$ cat config.mk
export PLATFORM = sky130hd
export DESIGN_NAME = iter_div_unit
export DESIGN_NICKNAME = d
export VERILOG_FILES = /design/src/rtl/iter_div_unit.sv
export SDC_FILE = /design/constraint.sdc
export NUM_CORES = 1
export LEC_CHECK = 0
export BUFFER_PORTS_ARGS = -buffer_cell sky130_fd_sc_hd__buf_2
export CORE_MARGIN = 4
export CORE_UTILIZATION = 44
export CTS_CLUSTER_DIAMETER = 60
export DETAILED_ROUTE_END_ITERATION = 10
export GPL_TIMING_DRIVEN = 0
export MAX_ROUTING_LAYER = met4
export PLACE_DENSITY = 0.72
export SYNTH_ARGS = -nofsm -noshare
export SYNTH_HDL_FRONTEND = slang
export SYNTH_SLANG_ARGS = --single-unit
$ cat constraint.sdc
create_clock -name clk_in -period 16.3 [get_ports clk_in]
set_input_delay 2.445 -clock clk_in [delete_from_list [all_inputs] [get_ports clk_in]]
set_output_delay 2.445 -clock clk_in [all_outputs]
set_load 0.02 [all_outputs]
$ cat src/rtl/iter_div_unit.sv
// iter_div_unit: multi-cycle restoring divider for DIV/DIVU.
// Produces one quotient bit per clock, writes the quotient (LO) to q and
// the remainder (HI) to r, and pulses over for one cycle when they are valid.
module iter_div_unit #(
    parameter int WIDTH = 32
) (
    input  logic             clk_in,
    input  logic             reset,
    input  logic             start,
    input  logic             sign,
    input  logic [WIDTH-1:0] dividend,
    input  logic [WIDTH-1:0] divisor,
    output logic [WIDTH-1:0] q,
    output logic [WIDTH-1:0] r,
    output logic             busy,
    output logic             over
);

    localparam int CW = $clog2(WIDTH) + 1;

    typedef enum logic [1:0] {
        IDLE,
        RUN,
        DONE
    } state_t;

    state_t           r_state;
    logic             r_signMode;
    logic             r_dividendNeg;
    logic             r_divisorNeg;
    logic [WIDTH-1:0] r_dividendRaw;
    logic [WIDTH-1:0] r_divMag;
    logic [WIDTH-1:0] r_rem;
    logic [WIDTH-1:0] r_quo;
    logic [CW-1:0]    r_count;

    logic [WIDTH-1:0] w_dividendMag;
    logic [WIDTH-1:0] w_divisorMag;
    logic [WIDTH:0]   w_shifted;
    logic [WIDTH:0]   w_diff;
    logic [WIDTH-1:0] w_remNext;
    logic [WIDTH-1:0] w_quoNext;
    logic [WIDTH-1:0] w_qFinal;
    logic [WIDTH-1:0] w_rFinal;
    logic             w_lastStep;

    // Operand magnitudes taken at start; the most-negative value maps to
    // its own bit pattern, which is the correct unsigned magnitude.
    always_comb begin
        w_dividendMag = dividend;
        w_divisorMag  = divisor;
        if (sign && dividend[WIDTH-1]) begin
            w_dividendMag = '0 - dividend;
        end
        if (sign && divisor[WIDTH-1]) begin
            w_divisorMag = '0 - divisor;
        end
    end

    // One restoring step: shift {rem, quo} left, trial-subtract the divisor
    // magnitude, keep the difference and set the new quotient bit if it fits.
    always_comb begin
        w_shifted = {r_rem, r_quo[WIDTH-1]};
        w_diff    = w_shifted - {1'b0, r_divMag};
        w_remNext = w_shifted[WIDTH-1:0];
        w_quoNext = {r_quo[WIDTH-2:0], 1'b0};
        if (!w_diff[WIDTH]) begin
            w_remNext    = w_diff[WIDTH-1:0];
            w_quoNext[0] = 1'b1;
        end
    end

    // Final result: divide-by-zero bypasses the sign fix and returns the
    // raw dividend as remainder; otherwise truncate toward zero with the
    // remainder carrying the dividend's sign.
    always_comb begin
        w_lastStep = (r_count == CW'(WIDTH - 1));
        w_qFinal   = w_quoNext;
        w_rFinal   = w_remNext;
        if (r_divMag == '0) begin
            w_qFinal = '1;
            w_rFinal = r_dividendRaw;
        end else if (r_signMode) begin
            if (r_dividendNeg != r_divisorNeg) begin
                w_qFinal = '0 - w_quoNext;
            end
            if (r_dividendNeg) begin
                w_rFinal = '0 - w_remNext;
            end
        end
    end

    // Control FSM and datapath registers; q/r only change on completion.
    always_ff @(posedge clk_in or posedge reset) begin
        if (reset) begin
            r_state       <= IDLE;
            r_signMode    <= 1'b0;
            r_dividendNeg <= 1'b0;
            r_divisorNeg  <= 1'b0;
            r_dividendRaw <= '0;
            r_divMag      <= '0;
            r_rem         <= '0;
            r_quo         <= '0;
            r_count       <= '0;
            busy          <= 1'b0;
            over          <= 1'b0;
            q             <= '0;
            r             <= '0;
        end else begin
            case (r_state)
                IDLE, DONE: begin
                    over <= 1'b0;
                    if (start) begin
                        r_signMode    <= sign;
                        r_dividendNeg <= sign & dividend[WIDTH-1];
                        r_divisorNeg  <= sign & divisor[WIDTH-1];
                        r_dividendRaw <= dividend;
                        r_divMag      <= w_divisorMag;
                        r_quo         <= w_dividendMag;
                        r_rem         <= '0;
                        r_count       <= '0;
                        busy          <= 1'b1;
                        r_state       <= RUN;
                    end else begin
                        r_state <= IDLE;
                    end
                end
                RUN: begin
                    r_rem   <= w_remNext;
                    r_quo   <= w_quoNext;
                    r_count <= r_count + 1'b1;
                    if (w_lastStep) begin
                        busy    <= 1'b0;
                        over    <= 1'b1;
                        q       <= w_qFinal;
                        r       <= w_rFinal;
                        r_state <= DONE;
                    end
                end
                default: begin
                    r_state <= IDLE;
                    busy    <= 1'b0;
                    over    <= 1'b0;
                end
            endcase
        end
    end

endmodule

==> flow_metrics.py, run 1 <==
metrics = {
    "yosys": {
        "synth_top_area_share": 0.373,
        "syn_inst": 1676,
        "synth_commonest_cells": "sky130_fd_sc_hd__nand2_1 (266), sky130_fd_sc_hd__dfrtp_1 (204), sky130_fd_sc_hd__o21ai_0 (162), sky130_fd_sc_hd__a21oi_1 (147), sky130_fd_sc_hd__nor2_1 (127)",
        "seq_area_frac_synth": 0.373,
        "syn_area_um2": 13700,
        "main_area_contributors_after_synthesis": "sky130_fd_sc_hd__dfrtp_1 (37%), sky130_fd_sc_hd__nand2_1 (7.3%), sky130_fd_sc_hd__o21ai_0 (5.9%), sky130_fd_sc_hd__a21oi_1 (5.4%), sky130_fd_sc_hd__xnor2_1 (4.9%)",
        "synth.largest_area_cell": "sky130_fd_sc_hd__dfrtp_1",
        "synth.distinct_cells": 84,
        "synth_flop_cell": "sky130_fd_sc_hd__dfrtp_1",
        "synthesis.area_per_instance_um2": 8.17,
        "synth-async-reset-ratio": 1.00,
        "synth-warning-count": 0,
        "syn-num-nets": 1782,
        "yosys.cell_count.top_type": "sky130_fd_sc_hd__nand2_1",
        "number_of_flip_flops_and_latches_in_the_synthesized_netlist": 204,
        "synth_enable_flop_cells": 0,
    },
    "outcome": {
        "outcome": "finished clean",
    },
    "worst_hold_path": {
        "hold_sp": "r_dividendRaw[19]",
        "hold_path_class": "reg -> reg",
    },
    "cts": {
        "cts_num_sinks": 204,
        "cts_post_setup_buffers_inserted": 0,
        "root_buffer_selected_by_cts": "sky130_fd_sc_hd__clkbuf_16",
        "clkTransAtPathRegs_ps": 60,
        "cts.htree.levels": 1,
        "cts_made_buffers": 24,
        "clock_latency_of_the_later_clocked_register_in_the_worst_skew_pair_ps": 540,
        "clockBufferDepth": 3,
        "cts_tree": "yes",
        "post_cts.resized_instances": 0,
        "cts-hold-fix-buffers": 0,
    },
    "pwr": {
        "cellLeakagePower_nw": 6.80,
        "design_power_total_mw": 3.74,
        "peakVddDrop_mv": 0.107,
        "power.density_nw_per_um2": 239,
    },
    "grt": {
        "grt.overflow.total": 0,
        "overall_global_routing_usage": 0.265,
        "antenna_found_initial": 1,
        "grt_start_max_net_pins": 123,
        "number_of_global_route_vias_before_repair": 12773,
        "wire_length_of_the_first_global_routing_pass_um": 70000,
    },
    "setup_path": {
        "end_of_the_worst_register_to_register_path": "r[24]",
        "cp-endpoint": "r[24]",
        "reg2reg_depth": 25,
        "worst_setup_path_start_kind": "flop",
        "rr_startpoint": "r_quo[31]",
        "worst_path_required_ps": 16710,
        "worstSetupEndpointType": "flop",
        "cp_max_fo": 10,
        "worst_setup_path_startpoint": "r_quo[31]",
        "setup.reg_to_reg.worst_slack_ps": 9440,
        "critPathKind": "reg -> reg",
        "critPathArrivalTime_ps": 7260,
    },
    "detailed_routing": {
        "detailroute.via_count": 13400,
        "route.detailed.wl_per_inst_um": 19.9,
        "drt_first_iter_violations": 1377,
        "drt_wl_total_um": 44600,
        "detailedRoute.firstPassIterationCount": 5,
        "post-route-drc-count": 0,
        "drt-vias-per-instance": 5.96,
        "postRouteAntennaNets": 0,
    },
    "layout": {
        "final_area_um2": 15600,
        "multi_input_area_um2": 7950,
        "layout-area-overhead-vs-synth_pct": 14.3,
        "drive_above_1_share": 0.123,
        "fin_nets": 1942,
        "regArea_um2": 5100,
        "postLayoutCoreUtil": 0.510,
        "layout.filler_cells": 2976,
    },
    "sta": {
        "tightest_slew_ps": 1380,
        "period_share": 0.421,
        "maxSlewViolCount": 0,
        "final.setup.tns_ps": 0,
        "rsz0062_at_grt": "no",
        "worst_slew_margin_rel": 0.0659,
        "report.final.hold_viol_count": 0,
        "clock_skew_ps": 14.4,
        "clock_period_minus_final_worst_setup_slack_ps": 6860,
        "final-setup-viol-count": 0,
        "post-route-worst-setup-slack_ps": 9440,
        "max_freq_mhz": 146,
    },
    "floorplanning": {
        "core_area_um2": 30700,
        "die_width_um": 184,
        "fp.dieArea_um2": 34000,
        "num_io_pins": 134,
        "core.rowCount": 64,
        "die_h_um": 184,
        "initial_core_util": 0.446,
    },
    "placement": {
        "port_buffers": 132,
        "place.detailed.hpwl_um": 34600,
        "placed_cell_area_um2": 14900,
        "pre_cts_slack_ps": 9570,
        "gp_congestion": 0.947,
    },
    "job": {
        "cap_violations": 0,
    },
}
worst max-delay path, cell delays in order, from the launching register on:
cell and delay (ps):
sky130_fd_sc_hd__dfrtp_1 490, sky130_fd_sc_hd__inv_1 130, sky130_fd_sc_hd__ha_1 210, sky130_fd_sc_hd__fa_1 270
sky130_fd_sc_hd__nor2b_4 60, sky130_fd_sc_hd__o2111a_2 300, sky130_fd_sc_hd__o31ai_4 430, sky130_fd_sc_hd__a2111oi_2 180
sky130_fd_sc_hd__o31ai_2 700, sky130_fd_sc_hd__and2_4 280, sky130_fd_sc_hd__buf_6 150, sky130_fd_sc_hd__inv_2 120
sky130_fd_sc_hd__buf_2 210, sky130_fd_sc_hd__buf_2 250, sky130_fd_sc_hd__nand2_1 100, sky130_fd_sc_hd__o21ai_0 130
sky130_fd_sc_hd__inv_1 120, sky130_fd_sc_hd__ha_1 210, sky130_fd_sc_hd__nand2_1 100, sky130_fd_sc_hd__a2111oi_0 490
sky130_fd_sc_hd__or3b_2 540, sky130_fd_sc_hd__mux2_2 350, sky130_fd_sc_hd__a2111oi_4 350, sky130_fd_sc_hd__a21oi_1 160
sky130_fd_sc_hd__xor2_1 250, sky130_fd_sc_hd__o22ai_1 110
how the worst min path moves through the flow:
stage,cells after the start,end
4_1_cts,2,r_dividendRaw[19]
2_1_floorplan,2,r_dividendRaw[16]
5_1_grt,2,r_dividendRaw[20]
3_5_place_dp,2,r_dividendRaw[19]
3_3_place_gp,2,r_dividendRaw[19]
6_report,2,r_dividendRaw[19]
cell usage in the layout, fill, tap and decap left out, drive strengths merged, types with 12 or more instances in the layout:
cell type / instances
clkbuf: 99
nor4: 32
a31oi: 16
a22oi: 33
nor3: 34
xnor2: 77
dfrtp: 204
and2: 14
or3: 20
o31ai: 24
a21oi: 149
ha: 37
o21ai: 183
nand4: 15
xor2: 58
inv: 64
and3: 12
buf: 159
mux2i: 25
nor2: 127
nand2: 266
nand2b: 12
nand3: 23
a211oi: 19
layout make-up:
| cell class | count | share of cell area |
|---|---|---|
| plain buffers | 93 | 0.0253 |
| diodes | 1 | 0.000160 |
| multi-input cells | 1316 | 0.508 |
| repair buffers | 134 | 0.0442 |
| inverters | 63 | 0.0156 |
| clock buffers | 31 | 0.0426 |
| clock inverters | 9 | 0.00560 |
| well taps | 396 | 0.0317 |
| flip-flops and latches | 204 | 0.326 |
flip-flops by register name, indices dropped and copies added, names as in the netlist:
signal / count
q: 32
r: 32
r_divMag: 32
r_dividendRaw: 32
r_quo: 32
r_rem: 32
r_count: 6
busy: 1
over: 1
r_dividendNeg: 1
r_divisorNeg: 1
r_signMode: 1
r_state: 1
cell families after synthesis:
group,synth area share
buf+inv,0.0462
simple gates,0.203
xor+xnor,0.0864
fa+ha+maj,0.0353
flops,0.373
compound gates,0.233
mux,0.0232
per-stage QoR:
step                instances  hold slack (ps)
finish                   2247              470
CTS                      2246              472
global route             2247              492
detailed placement       2206              457
floorplan                1676              437
global placement         2204              454
where the power goes:
group	leakage [nW]	switching, mW	internal [mW]	total [mW]
Sequential	2.46	0.223	0.728	0.951
Combinational	3.97	1.43	0.829	2.26
Clock	0.373	0.223	0.303	0.526
Total	6.80	1.88	1.86	3.74
layer usage:
| metal | vias up | global-route usage | part of all wire |
|---|---|---|---|
| met5 | - | - | 0 |
| met4 | 0 | 0.0807 | 0.036 |
| met3 | 83 | 0.0330 | 0.070 |
| met2 | 496 | 0.405 | 0.45 |
| met1 | 6526 | 0.371 | 0.45 |
| li1 | 6295 | - | - |
(Power assumes the default switching activity.)
==> run 2: changes to the inputs <==
clock period = 6.6 ns   (was 16.3 ns; I/O delays follow)
==> run 2 against run 1 <==
Net effect:
- sequential power up 150%
- routed wire length is 0.15% higher
- die area did not move
- critical path type unchanged
- highest routed layer unchanged
==> flow_metrics.py, run 2 (synthesis gave the netlist of run 1 again) <==
metrics = {
    "floorplanning": {
        "die_h_um": 184,
        "num_io_pins": 134,
        "fp.dieArea_um2": 34000,
        "die_width_um": 184,
        "core_area_um2": 30700,
        "initial_core_util": 0.446,
        "core.rowCount": 64,
    },
    "grt": {
        "overall_global_routing_usage": 0.265,
        "grt_start_max_net_pins": 123,
        "number_of_global_route_vias_before_repair": 12774,
        "wire_length_of_the_first_global_routing_pass_um": 70000,
        "antenna_found_initial": 1,
        "grt.overflow.total": 0,
    },
    "sta": {
        "report.final.hold_viol_count": 0,
        "tightest_slew_ps": 1350,
        "clock_skew_ps": 17.5,
        "max_freq_mhz": 158,
        "maxSlewViolCount": 0,
        "period_share": 0.960,
        "final-setup-viol-count": 0,
        "rsz0062_at_grt": "no",
        "worst_slew_margin_rel": 0.0882,
        "clock_period_minus_final_worst_setup_slack_ps": 6330,
        "final.setup.tns_ps": 0,
    },
    "layout": {
        "leading_cell_type_in_the_layout_fill_and_taps_excluded": "sky130_fd_sc_hd__nand2_1",
        "layout-area-overhead-vs-synth_pct": 14.6,
        "drive_above_1_share": 0.125,
        "multi_input_area_um2": 7980,
        "fin_nets": 1942,
        "instances_no_fill": 2247,
        "layout.filler_cells": 2968,
        "mostFrequentLayoutCells": "sky130_fd_sc_hd__nand2_1 (266), sky130_fd_sc_hd__dfrtp_1 (203), sky130_fd_sc_hd__o21ai_0 (162)",
        "regArea_um2": 5110,
        "final_area_um2": 15700,
    },
    "setup_path": {
        "worstSetupEndpointType": "flop",
        "cp_slowest_stage_delay_ps": 540,
        "timing.critical_path.slowest_stage_cell": "sky130_fd_sc_hd__dfrtp_1",
        "critPathKind": "reg -> reg",
        "cp_max_fo": 10,
        "worst_setup_path_start_kind": "flop",
        "critPathArrivalTime_ps": 6740,
        "critPathTopFamily": "compound AO/OA/AOI/OAI gates",
        "worst_path_required_ps": 7010,
        "critPathBufInv": 7,
        "critical_path.cell_chain": "ha_1 -> buf_2 -> a21oi_1 -> o211ai_1 -> a21boi_1 -> a2111oi_4 -> or4_1 -> buf_4 -> and2_4 -> buf_6 -> inv_4 -> buf_6 -> buf_6 -> o21ai_0 -> inv_1 -> ha_1 -> nand2_1 -> a2111oi_2 -> or3b_2 -> mux2_2 -> a2111oi_4 -> a21oi_1 -> xor2_1 -> o22ai_1",
        "crit_path_frequent_cell": "sky130_fd_sc_hd__buf_6",
    },
    "worst_hold_path": {
        "hold_path_class": "reg -> reg",
    },
    "cts": {
        "clkTransAtPathRegs_ps": 60,
        "cts.htree.levels": 1,
        "cts_post_setup_buffers_inserted": 0,
        "cts_num_sinks": 204,
        "clock_latency_of_the_later_clocked_register_in_the_worst_skew_pair_ps": 540,
        "cts-hold-fix-buffers": 0,
        "clockBufferDepth": 3,
        "cts_tree": "yes",
        "cts_made_buffers": 24,
        "root_buffer_selected_by_cts": "sky130_fd_sc_hd__clkbuf_16",
    },
    "detailed_routing": {
        "detailedRoute.firstPassIterationCount": 6,
        "drt_wl_total_um": 44700,
        "postRouteAntennaNets": 0,
        "route.met2.wl_um": 19900,
        "routed_met1_length_um": 19800,
        "detailroute.via_count": 13398,
        "top_layer_used": "met4",
        "met3_wirelength_um": 3380,
        "drt_first_iter_violations": 1331,
        "route.detailed.wl_per_inst_um": 19.9,
        "post-route-drc-count": 0,
        "drt-vias-per-instance": 5.96,
    },
    "pwr": {
        "cellLeakagePower_nw": 6.80,
        "power.density_nw_per_um2": 592,
        "peakVddDrop_mv": 0.265,
    },
    "placement": {
        "place.detailed.hpwl_um": 34600,
        "port_buffers": 132,
        "place_inst": 2206,
        "placed_cell_area_um2": 14900,
        "gp_congestion": 0.947,
    },
    "job": {
        "cap_violations": 0,
    },
    "outcome": {
        "outcome": "finished clean",
    },
}
-- run 2: report_power, final --
group,internal [mW],switching (mW),leakage [nW]
clock,0.749,0.550,0.373
combinational,2.07,3.56,3.98
sequential,1.80,0.551,2.45
-- run 2: routing by layer --
metal | track usage | vias to the layer above
met4 | 0.0807 | 0
met1 | 0.371 | 6474
met3 | 0.0330 | 87
li1 | - | 6294
met5 | - | -
met2 | 0.405 | 543
-- run 2: repair_timing --
item                       in CTS  in global routing
pin swaps                       1                  1
setup endpoints to repair       6                 12
resized for setup               3                 10
-- run 2: layout make-up --
type                       count  area share
clock buffer                  31      0.0425
inverter                      63      0.0157
timing repair buffer         134      0.0441
tap                          396      0.0316
buffer                        93      0.0260
clock inverter                 9     0.00558
antenna                        1    0.000160
multi-input combinational   1316       0.509
sequential                   204       0.325
-- run 2: worst register-to-register path, stage by stage (launching register included) --
cell and delay (ps):
sky130_fd_sc_hd__dfrtp_1 540, sky130_fd_sc_hd__ha_1 300, sky130_fd_sc_hd__buf_2 180, sky130_fd_sc_hd__a21oi_1 200, sky130_fd_sc_hd__o211ai_1 130, sky130_fd_sc_hd__a21boi_1 530, sky130_fd_sc_hd__a2111oi_4 200, sky130_fd_sc_hd__or4_1 430
sky130_fd_sc_hd__buf_4 190, sky130_fd_sc_hd__and2_4 160, sky130_fd_sc_hd__buf_6 140, sky130_fd_sc_hd__inv_4 140, sky130_fd_sc_hd__buf_6 170, sky130_fd_sc_hd__buf_6 180, sky130_fd_sc_hd__o21ai_0 150, sky130_fd_sc_hd__inv_1 120
sky130_fd_sc_hd__ha_1 200, sky130_fd_sc_hd__nand2_1 120, sky130_fd_sc_hd__a2111oi_2 390, sky130_fd_sc_hd__or3b_2 530, sky130_fd_sc_hd__mux2_2 350, sky130_fd_sc_hd__a2111oi_4 340, sky130_fd_sc_hd__a21oi_1 160, sky130_fd_sc_hd__xor2_1 250
sky130_fd_sc_hd__o22ai_1 110
-- run 2: final timing paths --
path	from	endpoint	slack, ps	cells after the start
worst max-delay path	r_rem[12]	r[24]	270	24
worst min-delay path	r_dividendRaw[19]	r_dividendRaw[19]	470	2
worst max register to register	r_rem[12]	r[24]	270	24
worst min register to register	r_dividendRaw[19]	r_dividendRaw[19]	470	2
max in group asynchronous	reset	r_divMag[13]	5080	3
min in group asynchronous	reset	q[28]	500	2
-- run 2: through the flow --
| step | power (mW) | hold slack [ps] | utilization | worst slack [ps] |
|---|---|---|---|---|
| 2_1_floorplan | 6.23 | 437 | - | 42.6 |
| 3_3_place_gp | 7.71 | 454 | 0.484 | -2220 |
| 4_1_cts | 9.17 | 472 | 0.510 | 8.00 |
| 3_5_place_dp | 7.83 | 457 | 0.485 | -134 |
| 6_report | 9.29 | 474 | 0.512 | 266 |
| 5_1_grt | 9.97 | 492 | 0.512 | 8.77 |
==> run 3: changes to the inputs <==
GPL_TIMING_DRIVEN = default   (was 0)
HOLD_SLACK_MARGIN = 0.12   (was default)
PLACE_DENSITY = default   (was 0.72)
PLACE_DENSITY_LB_ADDON = 0.1   (was default)
==> run 3 against run 2 <==
Net effect:
- sequential power about the same
- combinational power fell by 3%
- clock power increased by 23%
- first-iteration DRC count decreased by 33%
- worst setup slack improved by 630 ps
- routed wire length shrank 5.8%
- flip-flop and latch count unchanged
- global-route usage is 1.3 points lower
- non-clock buffer count shrank 78
- clock skew barely moved
- sequential share of layout area rose by 0.16 points
- via count decreased by 5.7%
- critical endpoint unchanged
- largest power group unchanged
==> flow_metrics.py, run 3 (synthesis gave the netlist of run 1 again) <==
metrics = {
    "outcome": {
        "outcome": "finished clean",
    },
    "detailed_routing": {
        "drt_wl_total_um": 42100,
        "met3_wirelength_um": 2600,
        "detailroute.via_count": 12638,
        "drt_first_iter_violations": 893,
        "routed_met1_length_um": 19600,
        "detailedRoute.firstPassIterationCount": 5,
        "route.detailed.wl_per_inst_um": 19.3,
        "postRouteAntennaNets": 0,
        "route.met2.wl_um": 19000,
        "drt-vias-per-instance": 5.79,
        "top_layer_used": "met4",
        "post-route-drc-count": 0,
    },
    "setup_path": {
        "worst_setup_path_start_kind": "flop",
        "worst_path_required_ps": 7050,
        "cp_slowest_stage_delay_ps": 550,
        "worstSetupEndpointType": "flop",
        "rr_startpoint": "r_rem[10]",
        "timing.critical_path.slowest_stage_cell": "sky130_fd_sc_hd__or3b_2",
        "cp_max_fo": 9,
        "critPathKind": "reg -> reg",
        "critPathBufInv": 2,
        "setup.reg_to_reg.worst_slack_ps": 900,
        "reg2reg_depth": 20,
        "critical_path.cell_chain": "ha_1 -> a21oi_2 -> o211ai_1 -> a21boi_1 -> a2111oi_2 -> or4_1 -> buf_4 -> and2_4 -> inv_2 -> nor2_1 -> a21oi_1 -> ha_1 -> nand2_1 -> a2111oi_0 -> or3b_2 -> mux2_2 -> a2111oi_4 -> a21oi_1 -> xor2_1 -> o22ai_1",
        "critPathTopFamily": "compound AO/OA/AOI/OAI gates",
        "end_of_the_worst_register_to_register_path": "r[24]",
        "critPathArrivalTime_ps": 6150,
    },
    "layout": {
        "leading_cell_type_in_the_layout_fill_and_taps_excluded": "sky130_fd_sc_hd__nand2_1",
        "fin_nets": 1868,
        "layout.filler_cells": 3045,
        "postLayoutCoreUtil": 0.509,
        "final_area_um2": 15600,
        "layout-area-overhead-vs-synth_pct": 14.0,
        "mostFrequentLayoutCells": "sky130_fd_sc_hd__nand2_1 (266), sky130_fd_sc_hd__dfrtp_1 (204), sky130_fd_sc_hd__o21ai_0 (162)",
        "drive_above_1_share": 0.133,
    },
    "grt": {
        "overall_global_routing_usage": 0.252,
        "grt_start_max_net_pins": 88,
        "antenna_found_initial": 2,
        "wire_length_of_the_first_global_routing_pass_um": 67200,
        "grt.overflow.total": 0,
        "number_of_global_route_vias_before_repair": 12298,
    },
    "cts": {
        "cts_made_buffers": 28,
        "post_cts.resized_instances": 0,
        "cts_tree": "yes",
        "cts_num_sinks": 204,
        "clock_latency_of_the_later_clocked_register_in_the_worst_skew_pair_ps": 550,
        "cts_post_setup_buffers_inserted": 0,
        "root_buffer_selected_by_cts": "sky130_fd_sc_hd__clkbuf_16",
        "clkTransAtPathRegs_ps": 60,
        "cts-hold-fix-buffers": 0,
        "clockBufferDepth": 3,
        "cts.htree.levels": 1,
    },
    "sta": {
        "final.setup.tns_ps": 0,
        "final-setup-viol-count": 0,
        "clock_period_minus_final_worst_setup_slack_ps": 5700,
        "clock_skew_ps": 17.9,
        "max_freq_mhz": 175,
        "period_share": 0.864,
        "report.final.hold_viol_count": 0,
        "rsz0062_at_grt": "no",
        "tightest_slew_ps": 1030,
        "maxSlewViolCount": 0,
        "worst_slew_margin_rel": 0.312,
    },
    "placement": {
        "port_buffers": 133,
        "placed_cell_area_um2": 14600,
        "gp_congestion": 0.929,
        "place.detailed.hpwl_um": 31200,
    },
    "pwr": {
        "power.density_nw_per_um2": 603,
        "peakVddDrop_mv": 0.431,
        "cellLeakagePower_nw": 6.81,
        "design_power_total_mw": 9.42,
    },
    "job": {
        "cap_violations": 0,
    },
    "worst_hold_path": {
        "hold_path_class": "reg -> reg",
        "hold_sp": "r_dividendRaw[20]",
        "hold_crit_depth": 2,
        "hold_ep": "r_dividendRaw[20]",
    },
    "floorplanning": {
        "fp.dieArea_um2": 34000,
        "die_width_um": 184,
        "num_io_pins": 134,
        "core.rowCount": 64,
        "die_h_um": 184,
        "initial_core_util": 0.446,
        "core_area_um2": 30700,
    },
}
run 3: cell count changes in the layout (fill, tap and decap cells not counted), sizes merged:
cell and change:
clkbuf -61, buf -10, bufinv +3, diode +2
clkinv -1, clkinvlp +1, inv +1
run 3: metrics by stage:
stage | instances | hold slack (ps) | worst slack, ps
2_1_floorplan | 1676 | 437 | 42.6
3_3_place_gp | 2128 | 453 | 1140
3_5_place_dp | 2128 | 454 | 1010
4_1_cts | 2179 | 469 | 935
5_1_grt | 2181 | 496 | 412
6_report | 2182 | 468 | 900
run 3: cell type report:
type / count / area, um2 / area share
Multi-Input combinational cell: 1316 / 7980 / 0.511
Sequential cell: 204 / 5100 / 0.327
Antenna cell: 3 / 7.51 / 0.000481
Tap cell: 396 / 495 / 0.0317
Timing Repair Buffer: 149 / 786 / 0.0503
Clock inverter: 13 / 181 / 0.0116
Clock buffer: 38 / 810 / 0.0519
Inverter: 63 / 244 / 0.0156
run 3: worst max path at each step:
stage	cells past startpoint	startpoint	end	slack, ps
after floorplan	1	reset	busy	40
after global placement	21	r_rem[10]	r[30]	1140
after detailed placement	23	r_quo[31]	r[30]	1010
after CTS	23	r_quo[31]	r[30]	930
after global routing	21	r_rem[10]	r[30]	410
final	20	r_rem[10]	r[24]	900
run 3: worst register-to-register path, cell delays in order (launching register included):
cell                        delay, ps
sky130_fd_sc_hd__dfrtp_1          510
sky130_fd_sc_hd__ha_1             450
sky130_fd_sc_hd__a21oi_2          260
sky130_fd_sc_hd__o211ai_1         150
sky130_fd_sc_hd__a21boi_1         380
sky130_fd_sc_hd__a2111oi_2        150
sky130_fd_sc_hd__or4_1            410
sky130_fd_sc_hd__buf_4            180
sky130_fd_sc_hd__and2_4           170
sky130_fd_sc_hd__inv_2             90
sky130_fd_sc_hd__nor2_1            50
sky130_fd_sc_hd__a21oi_1          220
sky130_fd_sc_hd__ha_1             260
sky130_fd_sc_hd__nand2_1           80
sky130_fd_sc_hd__a2111oi_0        520
sky130_fd_sc_hd__or3b_2           550
sky130_fd_sc_hd__mux2_2           340
sky130_fd_sc_hd__a2111oi_4        320
sky130_fd_sc_hd__a21oi_1          130
sky130_fd_sc_hd__xor2_1           190
sky130_fd_sc_hd__o22ai_1          170
run 3: power by group:
| group | internal [mW] | switching (mW) |
|---|---|---|
| Clock | 1.01 | 0.583 |
| Sequential | 1.80 | 0.564 |
| Combinational | 2.01 | 3.44 |
| Total | 4.83 | 4.59 |
run 3: metal layers:
metal  GRT usage  vias to the layer above
met5           -                        -
li1            -                     6158
met3      0.0407                       56
met2       0.385                      311
met1       0.355                     6113
met4      0.0544                        0
